<file path="src/rtl/ripple_count_monitor.sv">
// ripple_count_monitor
// Consumes the value of a free-running 4-bit asynchronous ripple counter.
// The raw bus goes through a two-flop synchronizer and a stability filter, so
// only values that hold across the filter window are accepted. Each accepted
// change is step-checked: a legal step is +1 mod 16, and 15 -> 0 also counts
// as a roll-over. The accepted value also drives an active-low 7-segment digit.
module ripple_count_monitor #(
    parameter int STABLE_CYCLES = 2,   // legal range 1..15
    parameter int WRAP_W        = 8
) (
    input  logic              clk,
    input  logic              rst,        // asynchronous, active-low
    input  logic [3:0]        count_in,   // asynchronous to clk
    input  logic              clr_err,
    output logic [3:0]        count_q,
    output logic              upd_pulse,
    output logic              wrap_pulse,
    output logic [WRAP_W-1:0] wrap_count,
    output logic              skip_err,
    output logic [6:0]        hex_n
);

    localparam logic [3:0] STAB_LAST = 4'(STABLE_CYCLES - 1);
    localparam logic [6:0] HEX_ZERO  = 7'b1000000;

    // Active-low {g,f,e,d,c,b,a} glyphs for a hex digit.
    function automatic logic [6:0] hex_decode(input logic [3:0] value);
        logic [6:0] seg;
        case (value)
            4'h0:    seg = 7'b1000000;
            4'h1:    seg = 7'b1111001;
            4'h2:    seg = 7'b0100100;
            4'h3:    seg = 7'b0110000;
            4'h4:    seg = 7'b0011001;
            4'h5:    seg = 7'b0010010;
            4'h6:    seg = 7'b0000010;
            4'h7:    seg = 7'b1111000;
            4'h8:    seg = 7'b0000000;
            4'h9:    seg = 7'b0010000;
            4'hA:    seg = 7'b0001000;
            4'hB:    seg = 7'b0000011;
            4'hC:    seg = 7'b1000110;
            4'hD:    seg = 7'b0100001;
            4'hE:    seg = 7'b0000110;
            default: seg = 7'b0001110;
        endcase
        return seg;
    endfunction

    logic [3:0]        r_sync1;
    logic [3:0]        r_sync2;
    logic [3:0]        r_cand;
    logic [3:0]        r_stab_cnt;
    logic [3:0]        r_count_q;
    logic              r_upd_pulse;
    logic              r_wrap_pulse;
    logic [WRAP_W-1:0] r_wrap_count;
    logic              r_skip_err;
    logic [6:0]        r_hex_n;

    logic [3:0]        w_cand_next;
    logic [3:0]        w_stab_next;
    logic              w_accept;
    logic              w_change;
    logic              w_step_ok;
    logic              w_wrap;
    logic [3:0]        w_count_next;
    logic [6:0]        w_hex_next;

    // Bring the raw bus into the clk domain; nothing sits between the stages.
    always_ff @(posedge clk or negedge rst) begin
        if (!rst) begin
            r_sync1 <= '0;
            r_sync2 <= '0;
        end else begin
            // NOTE: non-blocking assignments make every flop sample the
            // pre-edge value, so r_sync2 gets the old r_sync1, not count_in.
            r_sync1 <= count_in;
            r_sync2 <= r_sync1;
        end
    end

    // Stability filter: restart on any difference, accept once the window fills.
    always_comb begin
        // NOTE: every output gets a default first so no path leaves it
        // unassigned, which would otherwise infer a latch.
        w_cand_next = r_cand;
        w_stab_next = r_stab_cnt;
        w_accept    = 1'b0;
        if (r_sync2 != r_cand) begin
            w_cand_next = r_sync2;
            w_stab_next = '0;
        end else if (r_stab_cnt == STAB_LAST) begin
            w_accept = 1'b1;
        end else begin
            w_stab_next = r_stab_cnt + 4'd1;
        end
    end

    // Step check of an accepted change and the next displayed value.
    always_comb begin
        w_change     = w_accept && (r_cand != r_count_q);
        w_step_ok    = (r_cand == r_count_q + 4'd1);
        w_wrap       = w_change && (r_count_q == 4'hF) && (r_cand == 4'h0);
        w_count_next = w_change ? r_cand : r_count_q;
        w_hex_next   = hex_decode(w_count_next);
    end

    // Filter state registers.
    always_ff @(posedge clk or negedge rst) begin
        if (!rst) begin
            r_cand     <= '0;
            r_stab_cnt <= '0;
        end else begin
            r_cand     <= w_cand_next;
            r_stab_cnt <= w_stab_next;
        end
    end

    // Accepted value, display, pulses, roll-over count and sticky skip flag.
    always_ff @(posedge clk or negedge rst) begin
        if (!rst) begin
            r_count_q    <= '0;
            r_hex_n      <= HEX_ZERO;
            r_upd_pulse  <= 1'b0;
            r_wrap_pulse <= 1'b0;
            r_wrap_count <= '0;
            r_skip_err   <= 1'b0;
        end else begin
            r_count_q    <= w_count_next;
            r_hex_n      <= w_hex_next;
            r_upd_pulse  <= w_change;
            r_wrap_pulse <= w_wrap;
            if (w_wrap) begin
                r_wrap_count <= r_wrap_count + {{(WRAP_W-1){1'b0}}, 1'b1};
            end
            // A new illegal step outranks a clear sampled on the same edge.
            if (w_change && !w_step_ok) begin
                r_skip_err <= 1'b1;
            end else if (clr_err) begin
                r_skip_err <= 1'b0;
            end
        end
    end

    assign count_q    = r_count_q;
    assign upd_pulse  = r_upd_pulse;
    assign wrap_pulse = r_wrap_pulse;
    assign wrap_count = r_wrap_count;
    assign skip_err   = r_skip_err;
    assign hex_n      = r_hex_n;

endmodule

</file>
<file path="config.mk">
export PLATFORM = sky130hd
export DESIGN_NAME = ripple_count_monitor
export DESIGN_NICKNAME = d
export VERILOG_FILES = /design/src/rtl/ripple_count_monitor.sv
export SDC_FILE = /design/constraint.sdc
export NUM_CORES = 1
export LEC_CHECK = 0
export ABC_CLOCK_PERIOD_IN_PS = 2900
export BUFFER_PORTS_ARGS = -buffer_cell sky130_fd_sc_hd__buf_2
export CAP_MARGIN = 0
export CORE_UTILIZATION = 50
export CTS_CLUSTER_DIAMETER = 200
export DETAILED_ROUTE_END_ITERATION = 7
export PLACE_DENSITY = 0.74
export SLEW_MARGIN = 20
export SYNTH_ARGS = -nofsm -noshare
export SYNTH_HDL_FRONTEND = slang
export SYNTH_SLANG_ARGS = --single-unit
</file>
<file path="constraint.sdc">
create_clock -name clk -period 2.9 [get_ports clk]
set_clock_uncertainty 0.15 [all_clocks]
set_input_delay 0.29 -clock clk [delete_from_list [all_inputs] [get_ports clk]]
set_output_delay 0.29 -clock clk [all_outputs]
set_load 0.03 [all_outputs]
</file>
* Word-level counts from Yosys, hierarchy flattened
Memories as Yosys holds them, arrays and structs flattened. A register that Yosys moved wholly into a read port is not among the register bits.
Index checks and enable logic that the tools add are counted.
** Word-level totals
- Bits of input ports :: 7
- Output and inout bits :: 22
- Word-level logic and storage cells :: 34
- Register bits after elaboration :: 31
- ROM bits :: 112
- Memories kept :: 1
** Cells by class
- Eq/ne operators :: 6
- Multiplexer cells :: 7
- Reduce and logical (&&, ||, !) cells :: 8
- $add $sub $neg :: 3
** Memories
- (name not given) :: depth 16, width 7, rd ports 1, clocked after memory_dff 1, write ports 0, line 29 : case (value)
** Operators with widths (count)
- 4-bit 2-to-1 mux :: 3
- 4-bit by 1-bit adder with 4-bit output, second input constant :: 2
- 8-bit by 1-bit adder with 8-bit output, second input constant :: 1
- 4-bit inequality test :: 2
- 4-bit by 1-bit equality test with 1-bit output, second input constant :: 1
- 4-bit equality test :: 1
- 4-bit equality test, second input constant :: 1
- 1-bit logical AND :: 4
- 4-bit zero test :: 1
- 1-bit 2-to-1 mux :: 4
- 1-bit zero test :: 2
- 2-bit inequality test, second input constant :: 1
- 2-bit nonzero test :: 1

* Longest topological paths before layout
- Depth in word-level cells :: 6
- Gate-level depth with buffers :: 12
- Depth with buffers taken out :: 11

* Worst setup path after synthesis
No wires, ideal clock.
- Path type :: reg2reg
- Start point :: register r_cand[3]
- End point :: register r_hex_n[3] (netlist: hex_n[3])
- Cell stages (with the launch flop) :: 13
- Setup slack :: 0.339 ns
- Path buffers :: 2
- Data required time :: 2.617 ns
- Clock period less this slack :: 2.561 ns
- Arrival :: 2.279 ns
- Library setup time :: 0.133 ns
- Cell sequence :: dfrtp_1 buf_6 xnor2_2 nand4_4 or2_4 buf_6 mux2i_1 inv_1 ha_1 mux2i_1 mux2i_1 nand2_1 o21ai_1
** On the way
- Word-level cells in the longest chain between the ends :: 4
- Elaborated cells between the ends (all ways) :: 5
- Those cells by class :: eq/ne (2); mux (2); reduce/logical (1)
** Ends and longest elaborated chain
- start: declaration :: line 52 : logic [3:0] r_cand;
- start signal: assignment :: line 115 : r_cand <= w_cand_next;
- 4-bit inequality test :: line 90 : if (r_sync2 != r_cand) begin
- 1-bit 2-to-1 mux :: line 90
- 1-bit logical AND (*) :: line 102 : w_change = w_accept && (r_cand != r_count_q);
- 4-bit 2-to-1 mux (*) :: line 105 : w_count_next = w_change ? r_cand : r_count_q;
- via w_count_next[0] :: line 67 : logic [3:0] w_count_next;
- end: declaration :: line 59 : logic [6:0] r_hex_n;
The timed path passes the listed nets; every way through them passes the cells marked *.
A chain may end at the register's enable or synchronous reset.

* Final worst setup path
- Start point :: register r_cand[0]
- End point :: register r_hex_n[3] (netlist: hex_n[3])
** On the way
- Word-level cells in the longest chain between the ends :: 4
- Elaborated cells between the ends (all ways) :: 5
- Those cells by class :: eq/ne (2); mux (2); reduce/logical (1)
** Ends and longest elaborated chain (line)
- 4-bit inequality test :: 90
- 1-bit 2-to-1 mux :: 90
- 1-bit logical AND :: 102
- 4-bit 2-to-1 mux (*) :: 105
- via w_count_next[0] :: 67
Marked as above.

==> results.toml <==
[power]
power_density_nw_per_um2 = 582
power.leakage_nw = 1.11
ir_drop_uv = 363

[placed_design]
hpwl_um = 2230
place.gp.congestion = 0.799
io_buffers = 28

[detailed_routing]
drt-pass1-iter-count = 4
routed_via_density = 5.09
routed_wl_um = 3130
vias = 1192
ant_nets = 0
post_drt_wl_per_cell_um = 13.4
drc = 0
drtIter0Drc = 59

[synth]
yosys_warnings = 0
syn_area_um2 = 1860
synth.area.top_cells = "dfrtp_1, ha_1, xnor2_1"
synth_edf_count = 0
ys_async_sr_fraction_pct = 100
yosysTopAreaCell = "dfrtp_1"
ys_seq_elements = 38
synth_flop_cell = "dfrtp_1"
synth_nets = 174
ys_seq_area_share_pct = 51.2
avgSynthCellArea_um2 = 11.9
synth_top_area_share_pct = 49.8
syn_inst = 157
yosys.cell_types.count = 40

[clocking]
cts.sinks = 38
clockBufferDepth = 2
root_buffer = "clkbuf_8"
h-tree-depth = 2
cts_buffers = 5
post_cts_buffers = 0
clk_pin_slew_worst_paths_ns = 0.07
clk_latency_ns = 0.28
cts_tree = "done"

[grt]
grt_pass1_wl_um = 5610
grt_max_degree = 39
overflow = 0
antenna_found_initial = 0
track_usage_pct = 18.1
first_global_vias = 1262

[timing]
hold_slack_ns = 0.0591
rsz0062_at_grt = "false"
post-route-period-util_pct = 90.4
hold_viol = 0
tightest_slew_ns = 0.796
setup_violations = 0
setup_tns_ns = 0
slew_violations = 0
fmax_mhz = 382
finalCriticalPeriod_ns = 2.62
relSlewSlack_pct = 46.9

[cells_and_area]
area_growth_pct = 16.5
drive_gt1_share_pct = 27.1
antenna_cells = 0
nets = 204

[floorplanning]
fp.coreArea_um2 = 3440
dieArea_um2 = 3970
io_pins = 29
die_y_um = 63
rows = 21
fp.dieW_um = 63
initial_core_util_pct = 54.1

[status]
outcome = "completed"

[setup_path]
crit_required_ns = 2.90
critPathKind = "reg -> reg"
worstPathArrival_ns = 2.62
start_kind = "register"
critPathCaptureType = "register"
cp_max_fo = 11

[run]
timing.max_cap.violations = 0

[worst_hold_path]
hold_class = "in -> reg"
==> through the flow <==
stage	cells	total power [mW]	util, %	cell area [µm²]	setup WS [ns]
2_1_floorplan	157	0.824	-	1860	0.339
3_3_place_gp	221	0.891	58.1	2000	0.273
3_5_place_dp	221	0.899	58.1	2000	0.0915
4_1_cts	234	1.27	62.3	2140	0.0613
5_1_grt	234	1.33	63.0	2170	0.0490
6_report	234	1.26	63.0	2170	0.279
==> worst max-delay path: stages, from the launching register on <==
cell,delay [ns]
dfrtp_1,0.46
xnor2_1,0.30
nand4_4,0.19
or2_4,0.36
mux2i_4,0.27
inv_1,0.12
ha_1,0.27
mux2i_1,0.14
mux2i_1,0.09
nand2_1,0.07
o21ai_1,0.06
==> report_power, final <==
group | switching [mW] | total [mW] | internal [mW]
logic | 0.180 | 0.287 | 0.107
registers | 0.0387 | 0.613 | 0.574
clock network | 0.171 | 0.362 | 0.191
==> flip-flops by register name, indices dropped and copies added (netlist names) <==
signal,cells
wrap_count,8
hex_n,7
skip_err,1
upd_pulse,1
wrap_pulse,1
r_sync1,4
count_q,4
r_cand,4
r_sync2,4
r_stab_cnt,4
==> cell usage after synthesis, types with 2 or more instances <==
cell type,number
nor3_1,2
and3_1,3
dfrtp_1,37
nand4_1,4
clkbuf_1,4
ha_1,10
nand3_1,4
xnor2_1,12
nor2_1,8
buf_4,2
xor2_1,8
inv_1,9
clkbuf_2,2
mux2i_4,2
o21ai_0,4
o21ai_1,2
nand2_1,9
buf_6,2
mux2i_1,9
xnor2_2,3
o22ai_1,2
==> cell usage in the layout (no fill, tap or decap), types with 5 or more instances in the layout <==
master | netlist | final
dfrtp_1 | 37 | 37
xor2_1 | 8 | 8
xnor2_1 | 12 | 12
inv_1 | 9 | 9
buf_2 | 1 | 28
dlygate4sd3_1 | 0 | 5
nor2_1 | 8 | 8
clkbuf_8 | 0 | 6
nand2_1 | 9 | 9
mux2i_1 | 9 | 7
ha_1 | 10 | 10
==> kinds of logic (layout without fill, tap and decap cells) <==
logic type	after synthesis	count (layout)	share of synthesized area, %
compound gates	16	16	5.58
xor+xnor	23	23	12.0
fa+ha+maj	10	10	6.72
buf+inv	21	52	5.65
flops	38	38	51.2
mux	12	12	7.87
simple gates	37	37	11.0
==> per-layer routing <==
layer	up-vias	global-route usage, %	share of wire [%]	routed length [µm]
li1	579	-	-	-
met1	577	23.4	46	1430
met2	30	29.2	50	1550
met3	6	4.38	3.7	116
met4	0	7.27	0.93	29
met5	-	0	0	0
==> final cells by class <==
class | instances | area (µm²)
clock buffer | 6 | 82.6
clock inverter | 2 | 12.5
fill | 278 | 1270
inverter | 10 | 37.5
multi-input combinational | 98 | 828
sequential | 38 | 952
tap | 46 | 57.6
timing repair buffer | 34 | 198
==> what timing repair did <==
action	in CTS	in global routing
hold buffers	5	0
hold endpoints to repair	41	0
gates resized for setup	0	4
endpoints found under the setup margin	0	4
==> final timing paths <==
| check | slack [ns] | cells after the start | to | start |
|---|---|---|---|---|
| min in group asynchronous | 0.48 | 2 | upd_pulse | rst |
| max in group asynchronous | 1.61 | 2 | r_sync1[0] | rst |
| hold reg to reg | 0.20 | 0 | r_sync2[3] | r_sync1[3] |
| setup / recovery | 0.28 | 10 | hex_n[3] | r_cand[0] |
| hold / removal | 0.06 | 2 | skip_err | clr_err |
| setup reg to reg | 0.28 | 10 | hex_n[3] | r_cand[0] |
Note: power is estimated with default switching activity, not from simulation.
